===== src/rtl/setscore_ctrl.sv =====
// Winning-score selection screen controller: IDLE -> SET (up/down with wrap) -> DONE pulse.
// Optional hold-to-repeat stepping is built when SETSCORE_AUTOREPEAT_EN is defined.
module setscore_ctrl #(
  parameter int MIN_SCORE     = 1,
  parameter int MAX_SCORE     = 21,
  parameter int INIT_SCORE    = 5,
  parameter int REPEAT_DELAY  = 50_000_000,
  parameter int REPEAT_PERIOD = 10_000_000
) (
  input  logic       clk,
  input  logic       reset,
  input  logic       req_set,
  input  logic       btn_up,
  input  logic       btn_down,
  input  logic       btn_enter,
  output logic [4:0] score,
  output logic       show_setscore,
  output logic       score_done
);

  localparam logic [4:0] SMIN  = 5'(MIN_SCORE);
  localparam logic [4:0] SMAX  = 5'(MAX_SCORE);
  localparam logic [4:0] SINIT = 5'(INIT_SCORE);

  if (!(MIN_SCORE < MAX_SCORE && MAX_SCORE <= 31 && INIT_SCORE >= MIN_SCORE &&
        INIT_SCORE <= MAX_SCORE && REPEAT_DELAY > 0 && REPEAT_PERIOD > 0)) begin : g_param_chk
    $error("setscore_ctrl: illegal parameter combination");
  end

  typedef enum logic [1:0] {IDLE, SET, DONE} state_t;

  state_t     state_p0, state_nxt;
  logic       up_p0, dn_p0, en_p0;
  logic       up_edge, dn_edge, en_edge;
  logic [4:0] score_nxt;
  logic       rpt_fire;

  function automatic logic [4:0] inc_wrap(input logic [4:0] s);
    return (s == SMAX) ? SMIN : s + 5'd1;
  endfunction

  function automatic logic [4:0] dec_wrap(input logic [4:0] s);
    return (s == SMIN) ? SMAX : s - 5'd1;
  endfunction

  assign up_edge = btn_up    & ~up_p0;
  assign dn_edge = btn_down  & ~dn_p0;
  assign en_edge = btn_enter & ~en_p0;

`ifdef SETSCORE_AUTOREPEAT_EN
  localparam int RPT_MAX = (REPEAT_DELAY > REPEAT_PERIOD) ? REPEAT_DELAY : REPEAT_PERIOD;
  localparam int CNT_W   = $clog2(RPT_MAX + 1);
  localparam logic [CNT_W-1:0] RPT_DLY = CNT_W'(REPEAT_DELAY);
  localparam logic [CNT_W-1:0] RPT_PER = CNT_W'(REPEAT_PERIOD);

  // rpt_cnt == 0 means no press is being tracked; it counts cycles since the last step
  logic [CNT_W-1:0] rpt_cnt, rpt_cnt_nxt;
  logic             rpt_armed, rpt_armed_nxt;

  always_comb begin
    rpt_cnt_nxt   = '0;
    rpt_armed_nxt = 1'b0;
    rpt_fire      = 1'b0;
    if (state_p0 == SET && !en_edge && (btn_up ^ btn_down)) begin
      if (up_edge || dn_edge) begin
        rpt_cnt_nxt = {{(CNT_W-1){1'b0}}, 1'b1};
      end else if (rpt_cnt != '0) begin
        if ((!rpt_armed && rpt_cnt == RPT_DLY) || (rpt_armed && rpt_cnt == RPT_PER)) begin
          rpt_fire      = 1'b1;
          rpt_cnt_nxt   = {{(CNT_W-1){1'b0}}, 1'b1};
          rpt_armed_nxt = 1'b1;
        end else begin
          rpt_cnt_nxt   = rpt_cnt + 1'b1;
          rpt_armed_nxt = rpt_armed;
        end
      end
    end
  end

  always_ff @(posedge clk or posedge reset) begin
    if (reset) begin
      rpt_cnt   <= '0;
      rpt_armed <= 1'b0;
    end else begin
      rpt_cnt   <= rpt_cnt_nxt;
      rpt_armed <= rpt_armed_nxt;
    end
  end
`else
  assign rpt_fire = 1'b0;
`endif

  always_comb begin
    state_nxt = state_p0;
    score_nxt = score;
    case (state_p0)
      IDLE: if (req_set) state_nxt = SET;
      SET: begin
        if (en_edge) begin
          state_nxt = DONE;
        end else if (up_edge && dn_edge) begin
          score_nxt = score;
        end else if (up_edge) begin
          score_nxt = inc_wrap(score);
        end else if (dn_edge) begin
          score_nxt = dec_wrap(score);
        end else if (rpt_fire) begin
          score_nxt = btn_up ? inc_wrap(score) : dec_wrap(score);
        end
      end
      DONE:    state_nxt = IDLE;
      default: state_nxt = IDLE;
    endcase
  end

  // Stage boundary: state, score, edge history and registered outputs
  always_ff @(posedge clk or posedge reset) begin
    if (reset) begin
      state_p0      <= IDLE;
      score         <= SINIT;
      up_p0         <= 1'b0;
      dn_p0         <= 1'b0;
      en_p0         <= 1'b0;
      show_setscore <= 1'b0;
      score_done    <= 1'b0;
    end else begin
      state_p0      <= state_nxt;
      score         <= score_nxt;
      up_p0         <= btn_up;
      dn_p0         <= btn_down;
      en_p0         <= btn_enter;
      show_setscore <= (state_nxt != IDLE);
      score_done    <= (state_nxt == DONE);
    end
  end

endmodule


===== config.mk =====
export PLATFORM = sky130hd
export DESIGN_NAME = setscore_ctrl
export DESIGN_NICKNAME = d
export VERILOG_FILES = /design/src/rtl/setscore_ctrl.sv
export SDC_FILE = /design/constraint.sdc
export NUM_CORES = 1
export LEC_CHECK = 0
export ABC_CLOCK_PERIOD_IN_PS = 2800
export CORE_MARGIN = 10
export CORE_UTILIZATION = 55
export CTS_CLUSTER_SIZE = 14
export DETAILED_ROUTE_END_ITERATION = 6
export PLACE_DENSITY = 0.91
export SETUP_SLACK_MARGIN = 0.02
export SLEW_MARGIN = 0
export SYNTH_ARGS = -nofsm -noshare
export SYNTH_HDL_FRONTEND = slang
export SYNTH_SLANG_ARGS = --single-unit

===== constraint.sdc =====
create_clock -name clk -period 2.8 [get_ports clk]
set_input_delay 0.56 -clock clk [delete_from_list [all_inputs] [get_ports clk]]
set_output_delay 0.56 -clock clk [all_outputs]
set_load 0.02 [all_outputs]

==> flow_summary.toml <==
[status]
status = "complete, no violations"

[run]
maxCapViolCount = 0

[clock_tree]
numCtsBuffers = 3
htreeDepth = 1
clockBufferDepth = 2
cts_hold_buf = 0
clk_pin_slew_ps = 70
cts.sinks = 12
tritoncts = "done"
cts-root-buf = "clkbuf_4"
post-cts-setup-buffers = 0
ctsResizeCount = 0
clkLatencyLatePin_ps = 270

[floorplan]
core_area_mm2 = 0.00133
fp-row-count = 13
initial_core_util_pct = 60.3
die_h_um = 58.2
die-width_um = 58.2
design.die.area_mm2 = 0.00339
boundaryPins = 13

[worst_setup_path]
r2r_cells = 5
path_max_fanout = 13
critPathRequiredTime_ps = 2240
r2r_start = "score[0]"
cp-start-kind = "flop"
worstReg2RegEnd = "score[3]"
cp.depth = 1
cpMaxStageDelayCell = "dfstp_2"
cp.arrival_ps = 1560
cp_top_family = "flip-flops"
cp-end-kind = "primary output"
crit_path_cell_trace = "clkdlybuf4s50_1"
cp_num_buf_inv = 1
path_class = "flop to primary output"
r2r_setup_slack_ps = 1100
slowest_delay_ps = 650

[routing]
firstDrtPassIters = 4
drt-total-wl_um = 1680
vias = 689
drc = 0
vias_per_cell = 6.15
drtIter0Drc = 30
ant_nets = 0
routedWlPerCell_um = 15.0

[placement]
place_hpwl_um = 1280
post-place-ws_ps = 751
io_buffers = 12
place_congestion = 0.894
dp_cells = 108

[global_route]
grt_pass1_wl_um = 3040
track_usage_pct = 11.1
antenna_found_initial = 0
gr-total-overflow = 0
grt_max_degree = 14
grt_pass1_vias = 660

[worst_hold_path]
min_path_cells = 1
min_to = "show_setscore"
min_from = "state_p0[1]"
hold_path.class = "flop to flop"

[cells_and_area]
fill_cells = 98
fin_util_pct = 71.0
multi_input_area_um2 = 460
seq_area_um2 = 303
n_antenna_cell = 0
final_layout_size_suffix_gt1_share_pct = 14.4
final_cell_count_no_fill = 112
syn_to_final_growth_pct = 17.7
final_nets = 107

[logic_synthesis]
synth_cells = 85
synth.area.top_cells = "dfrtp_1 31%, dfstp_2 6.5%, ha_1 4.7%"
ys_seq_area_share_pct = 37.6
synth_top_cell_by_area = "dfrtp_1"
syn_area_per_cell_um2 = 9.46
syn-cell-area_um2 = 805
synth_seq_cells = 12
yosysUniqueCellTypes = 37
synth_top_area_share_pct = 31.1
ys_warn_count = 0
synth_nets = 94

[timing]
maxSlewHeadroom_pct = 71.2
rsz0062_at_grt = "no"
period_share_pct = 75.8
fin_crit_ps = 2120
max_freq_ghz = 0.471
setup_ws_ps = 676
worst_slew_pin_slew_ps = 432
finalMaxSlewViolations = 0
skew_ps = 7.75
setup_tns_ps = 0
hold_violations = 0
setup_viol = 0

[power_and_ir_drop]
power.total_uw = 988
power.leakage_uw = 0.000387
p_per_area_mw_per_mm2 = 1040
ir_drop_mv = 0.596
## placed cells by master, fill, tap and decap left out, types with 2 or more instances in the layout
master and count:
o21ai_0 7, o31ai_1 2, nor2b_4 2, nand2b_1 2, nor3_1 2, dfstp_2 2
nor2b_1 3, clkbuf_4 3, nor2_1 8, a31oi_1 3, ha_1 3, inv_1 5
nand2_1 7, nand3_1 2, dfrtp_1 10, o21ai_1 3, clkdlybuf4s50_1 12
## cell type report
cell class                 count  area share [%]
multi-input combinational     64            48.6
sequential                    12            32.0
timing repair buffer          12            12.7
clock buffer                   4            2.77
inverter                       5            1.98
tap                           15            1.98
## power breakdown
group | switching, uW | internal, uW
clock | 54.2 | 55.1
sequential | 102 | 238
combinational | 293 | 246
## layer usage
metal / vias to the layer above / part of all wire [%] / track usage (%)
li1: 326 / - / -
met1: 327 / 42 / 13.7
met2: 32 / 47 / 16.4
met3: 4 / 9.8 / 5.01
met4: 0 / 0.78 / 4.36
met5: - / 0 / 0
## worst max path at each step
stage             start  endpoint  slack (ps)
4_1_cts        score[2]  score[2]         670
3_3_place_gp     btn_up  score[0]         820
6_report       score[2]  score[2]         680
2_1_floorplan  score[0]  score[3]        1270
3_5_place_dp     btn_up  score[0]         750
5_1_grt        score[2]  score[2]         600
## cells in the mapped netlist
library cell,count
nor3_1,2
and4b_1,1
dfstp_2,2
dfrtp_1,10
nor2b_1,3
o2111ai_1,1
and2_4,1
o31ai_1,2
ha_1,3
nor3b_1,1
or2_1,1
buf_4,1
a31oi_1,3
nand2_1,7
xnor2_2,1
a21oi_2,1
mux2i_1,1
nand3_1,2
o21bai_1,1
nand2b_4,1
nor4_2,1
o21a_1,1
o311ai_1,1
o21ai_1,3
a2111oi_4,1
nor2_1,8
and2b_4,1
o211ai_1,1
o21ai_0,7
nand4b_1,1
and2_1,1
inv_1,5
buf_2,3
nand2b_1,2
o221ai_1,1
nor2b_4,2
o311ai_0,1
## sequential cells by signal (all words and copies together), names as in the netlist
| signal | cells |
|---|---|
| dn_p0 | 1 |
| en_p0 | 1 |
| score | 5 |
| score_done | 1 |
| show_setscore | 1 |
| state_p0 | 2 |
| up_p0 | 1 |
## stage by stage
step	cell area [um2]	hold slack (ps)
after floorplan	805	423
after global placement	921	490
after detailed placement	921	500
after CTS	947	511
after global routing	947	538
final	947	512
## cell families after synthesis
logic type	after synthesis	synth area share [%]
adders and majority gates	3	4.67
muxes	1	1.24
DFF	12	37.6
xor gates and xnor gates	1	2.02
and+or+nand+nor	35	27.2
AOI/OAI and AO/OA	24	22.1
buffers and inverters	9	5.13
Note: power is estimated with default switching activity, not from simulation.
==> variant 1, RTL diff (config.mk and constraints unchanged) <==
The 3 states of `state_t` get a one-hot encoding in 3 bits.
--- a/src/rtl/setscore_ctrl.sv
+++ b/src/rtl/setscore_ctrl.sv
@@ -27,7 +27,7 @@
     $error("setscore_ctrl: illegal parameter combination");
   end
 
-  typedef enum logic [1:0] {IDLE, SET, DONE} state_t;
+  typedef enum logic [2:0] {IDLE = 3'b001, SET = 3'b010, DONE = 3'b100} state_t;
 
   state_t     state_p0, state_nxt;
   logic       up_p0, dn_p0, en_p0;
Formal check against the unedited RTL: same outputs for any inputs over 10 cycles, from zero or initial values and one cycle with reset high; not proved beyond that.
==> variant 1 against the original RTL <==
Register-to-register slack worse by 0.12 ns; non-clock buffer count is 1 higher; utilization is 2.4 points lower; global-route usage is 2.0 points lower; power is 24% lower; setup slack worse by 0.086 ns; final cell count is 9.8% lower; combinational power is 40% lower; sequential power is 6% lower; worst hold slack worse by 0.012 ns; routed wire length is 14% lower; final area is 6.9% lower; area after synthesis is 8.9% lower; sequential cell count is 1 higher.
==> variant 1: results <==
export IMPL_cts_resized=0
export IMPL_hpwlAfterDp_mm=1.18
export IMPL_critical_path_top_delay_family="simple AND/OR/NAND/NOR gates"
export IMPL_placed_area_um2=856
export IMPL_r2r_cells=6
export IMPL_drt_iter0_markers=13
export IMPL_cts_buffer_depth=2
export IMPL_min_delay_start="state_p0[2]"
export IMPL_grt_pass1_vias=581
export IMPL_synth_net_count=82
export IMPL_final_layout_size_suffix_gt1_frac=0.128
export IMPL_wirelength_met1_um=635
export IMPL_p_clk_frac=0.141
export IMPL_clk_latency_ns=0.26
export IMPL_grt_pass1_wl_mm=2.48
export IMPL_fin_util=0.686
export IMPL_routed_wl_met2_um=689
export IMPL_power_uw=754
export IMPL_dr_wl_met3_um=102
export IMPL_grt_use_total=0.0913
export IMPL_max_stage_delay_ns=0.49
export IMPL_worstPathMaxFanout=8
export IMPL_r2r_start="score[1]"
export IMPL_largestRegisters="score x5, state_p0 x3"
export IMPL_fin_hold_ws_ns=0.500
export IMPL_fillers=102
export IMPL_vias=590
export IMPL_synth_top_cells_by_count="dfrtp_1, inv_1, nor3_1, nor2_1, o21ai_0"
export IMPL_slew_headroom=0.675
export IMPL_nets=96
export IMPL_r2r_slack_ns=0.98
export IMPL_worst_path_max_delay_cell="clkdlybuf4s50_1"
export IMPL_place_gp_congestion=0.836
export IMPL_total_leakage_power_uw=0.000353
export IMPL_outcome="complete, no violations"
export IMPL_fin_skew_ns=0.00463
export IMPL_yosys_warnings=0
export IMPL_ys_types=33
export IMPL_irDropWorstVdd_mv=0.507
==> variant 1: cell count changes in the layout (fill, tap and decap cells not counted), sizes merged, moves of 2 or more <==
| cell | delta |
|---|---|
| nor2 | -4 |
| and2 | -2 |
| nand2b | +2 |
| a31oi | -3 |
| or4 | +2 |
| nor3 | +3 |
| o21ai | -6 |
| nor2b | -3 |
| nand2 | -5 |
==> variant 1: area by class of cell <==
class,instances,share of cell area
Multi-Input combinational cell,51,0.410
Sequential cell,13,0.373
Timing Repair Buffer,13,0.145
Clock buffer,4,0.0298
Inverter,5,0.0213
Tap cell,15,0.0213
==> variant 1: how the worst max path moves through the flow <==
stage | startpoint | to | cells past startpoint
2_1_floorplan | btn_enter | score[3] | 5
3_3_place_gp | btn_enter | score[3] | 5
3_5_place_dp | btn_up | score[3] | 5
4_1_cts | btn_up | score[3] | 5
5_1_grt | btn_up | score[3] | 5
6_report | btn_up | score[3] | 5
==> variant 1: metal layers <==
metal	global-route usage	vias to the layer above
met4	0.0344	0
li1	-	296
met5	0	-
met1	0.105	272
met3	0.0337	2
met2	0.149	20
==> variant 1: cell families (layout without fill, tap and decap cells) <==
group / after synthesis / in the layout / synth area share
adder cells (fa/ha/maj): 3 / 3 / 0.0512
flip-flops: 13 / 13 / 0.449
XOR/XNOR: 1 / 1 / 0.0119
AO/OA/AOI/OAI: 16 / 16 / 0.154
buffers and inverters: 9 / 22 / 0.0580
multiplexers: 1 / 1 / 0.0154
AND/OR/NAND/NOR: 30 / 30 / 0.261
==> variant 1: metrics by stage <==
| step | instances | worst slack (ns) |
|---|---|---|
| after floorplan | 73 | 0.935 |
| after global placement | 97 | 0.395 |
| after detailed placement | 97 | 0.327 |
| after CTS | 101 | 0.604 |
| after global routing | 101 | 0.462 |
| final | 101 | 0.591 |
==> variant 2, RTL diff (same flow settings) <==
Made on the original files. The option `SETSCORE_AUTOREPEAT_EN` is turned on by a define.
--- a/src/rtl/setscore_ctrl.sv
+++ b/src/rtl/setscore_ctrl.sv
@@ -1,5 +1,7 @@
 // Winning-score selection screen controller: IDLE -> SET (up/down with wrap) -> DONE pulse.
 // Optional hold-to-repeat stepping is built when SETSCORE_AUTOREPEAT_EN is defined.
+`define SETSCORE_AUTOREPEAT_EN
+
 module setscore_ctrl #(
   parameter int MIN_SCORE     = 1,
   parameter int MAX_SCORE     = 21,
Formal check against the unedited RTL: no difference found for any inputs over 10 cycles, from zero or initial values and one cycle with reset high; that may be too few to reach the edited logic, so the function may still have changed.
==> variant 2 against the original RTL <==
Sequential power up 110%; non-clock buffer count up 2; sequential cell count up 27; area after synthesis rose to 2.9 times the old value; largest power group is now sequential cells; combinational power down 14%; power up 75%; synthesized cell count rose to 2.9 times the old value; final area rose to 2.8 times the old value; via count rose to 2.7 times the old value; setup slack worse by 0.069 ns; routed wire length rose to 2.9 times the old value; fmax down 3.1%.
==> variant 2: results <==
export IMPL_grt_pass1_wl_mm=8.56
export IMPL_fin_skew_ns=0.00753
export IMPL_drt_iter0_markers=155
export IMPL_hp_class="flip-flop to flip-flop"
export IMPL_max_stage_delay_ns=0.68
export IMPL_synth_net_count=258
export IMPL_irDropWorstVdd_mv=0.314
export IMPL_placed_area_um2=2480
export IMPL_numCtsBuffers=5
export IMPL_seq_area_frac_synth=0.414
export IMPL_synth_xor_area_frac=0.0890
export IMPL_synth_ff_type="dfrtp_1"
export IMPL_grt_start_max_net_pins=40
export IMPL_netlist_top_cells_area="dfrtp_1, xnor2_1, nor2_1"
export IMPL_async_flop_share=1.00
export IMPL_outcome="complete, no violations"
export IMPL_antenna_found_initial=0
export IMPL_postCtsSetupRepairBufs=0
export IMPL_cts_resized=0
export IMPL_insertedDiodeCount=0
export IMPL_ys_types=55
export IMPL_worstPathMaxFanout=15
export IMPL_yosys_warnings=0
export IMPL_wl_per_cell_um=15.9
export IMPL_slew_headroom=0.624
export IMPL_clockRootBuffer="clkbuf_8"
export IMPL_cts_htree_levels=2
export IMPL_clkSlewWorstSetupHoldPaths_ns=0.08
export IMPL_synth_top_cells_by_count="dfrtp_1, nor2_1, xnor2_1, nand2_1, inv_1"
export IMPL_clk_latency_ns=0.29
export IMPL_grt_pass1_vias=1953
export IMPL_muxShareOfSynthArea=0.0169
export IMPL_vias=1863
export IMPL_dr_pass1_iters=4
export IMPL_grt_use_total=0.137
export IMPL_critical_path_top_delay_family="flip-flops"
export IMPL_hpwlAfterDp_mm=3.39
export IMPL_total_leakage_power_uw=0.00101
export IMPL_nets=267
export IMPL_final_layout_size_suffix_gt1_frac=0.105
export IMPL_place_gp_congestion=0.890
export IMPL_worst_path_max_delay_cell="dfstp_2"
export IMPL_io_buffers=12
export IMPL_synthAdderAreaFrac=0.0265
export IMPL_synth_compound_area_frac=0.102
export IMPL_worstPathArrival_ns=1.63
export IMPL_cts_buffer_depth=2
export IMPL_largestRegisters="rpt_cnt x26, score x5, state_p0 x2"
-- variant 2: cell type report --
cell class	instances	area [um2]
fillers	319	1470
flip-flops and latches	39	978
clock inverters	3	67.6
multi-input cells	183	1250
clock buffers	5	68.8
repair buffers	14	135
inverters	13	48.8
well taps	50	62.6
-- variant 2: per-stage QoR --
stage	util	total power, uW	worst slack (ns)	std cells
floorplan	-	1030	0.982	247
global placement	0.606	1160	0.567	299
detailed placement	0.606	1180	0.471	299
CTS	0.639	1740	0.597	307
global route	0.639	1810	0.555	307
finish	0.639	1730	0.608	307
-- variant 2: path summary, 6_finish.rpt --
kind | slack (ns) | end | cells after the start | start
max in group asynchronous | 1.75 | score[0] | 3 | reset
hold reg to reg | 0.44 | show_setscore | 1 | state_p0[1]
setup / recovery | 0.61 | score[2] | 1 | score[2]
hold / removal | 0.44 | show_setscore | 1 | state_p0[1]
min in group asynchronous | 0.69 | score_done | 3 | reset
setup reg to reg | 0.86 | rpt_cnt[19] | 5 | rpt_cnt[9]
-- variant 2: layer usage --
layer | track usage | vias up | wire (um)
met5 | 0 | - | 0
met4 | 0.0584 | 0 | 59
met3 | 0.0322 | 4 | 323
met2 | 0.234 | 68 | 2410
met1 | 0.162 | 905 | 2080
li1 | - | 886 | -
-- variant 2: power breakdown --
| part | internal, uW | switching (uW) | leakage (uW) | total [uW] |
|---|---|---|---|---|
| clock network | 355 | 202 | 0.0000644 | 557 |
| registers | 624 | 87.6 | 0.000513 | 712 |
| logic | 219 | 241 | 0.000436 | 461 |
-- variant 2: kinds of logic after synthesis --
kind of cell,Yosys count
adders and majority gates,5
muxes,3
xor gates and xnor gates,24
AOI/OAI and AO/OA,34
and+or+nand+nor,117
buffers and inverters,25
DFF,39
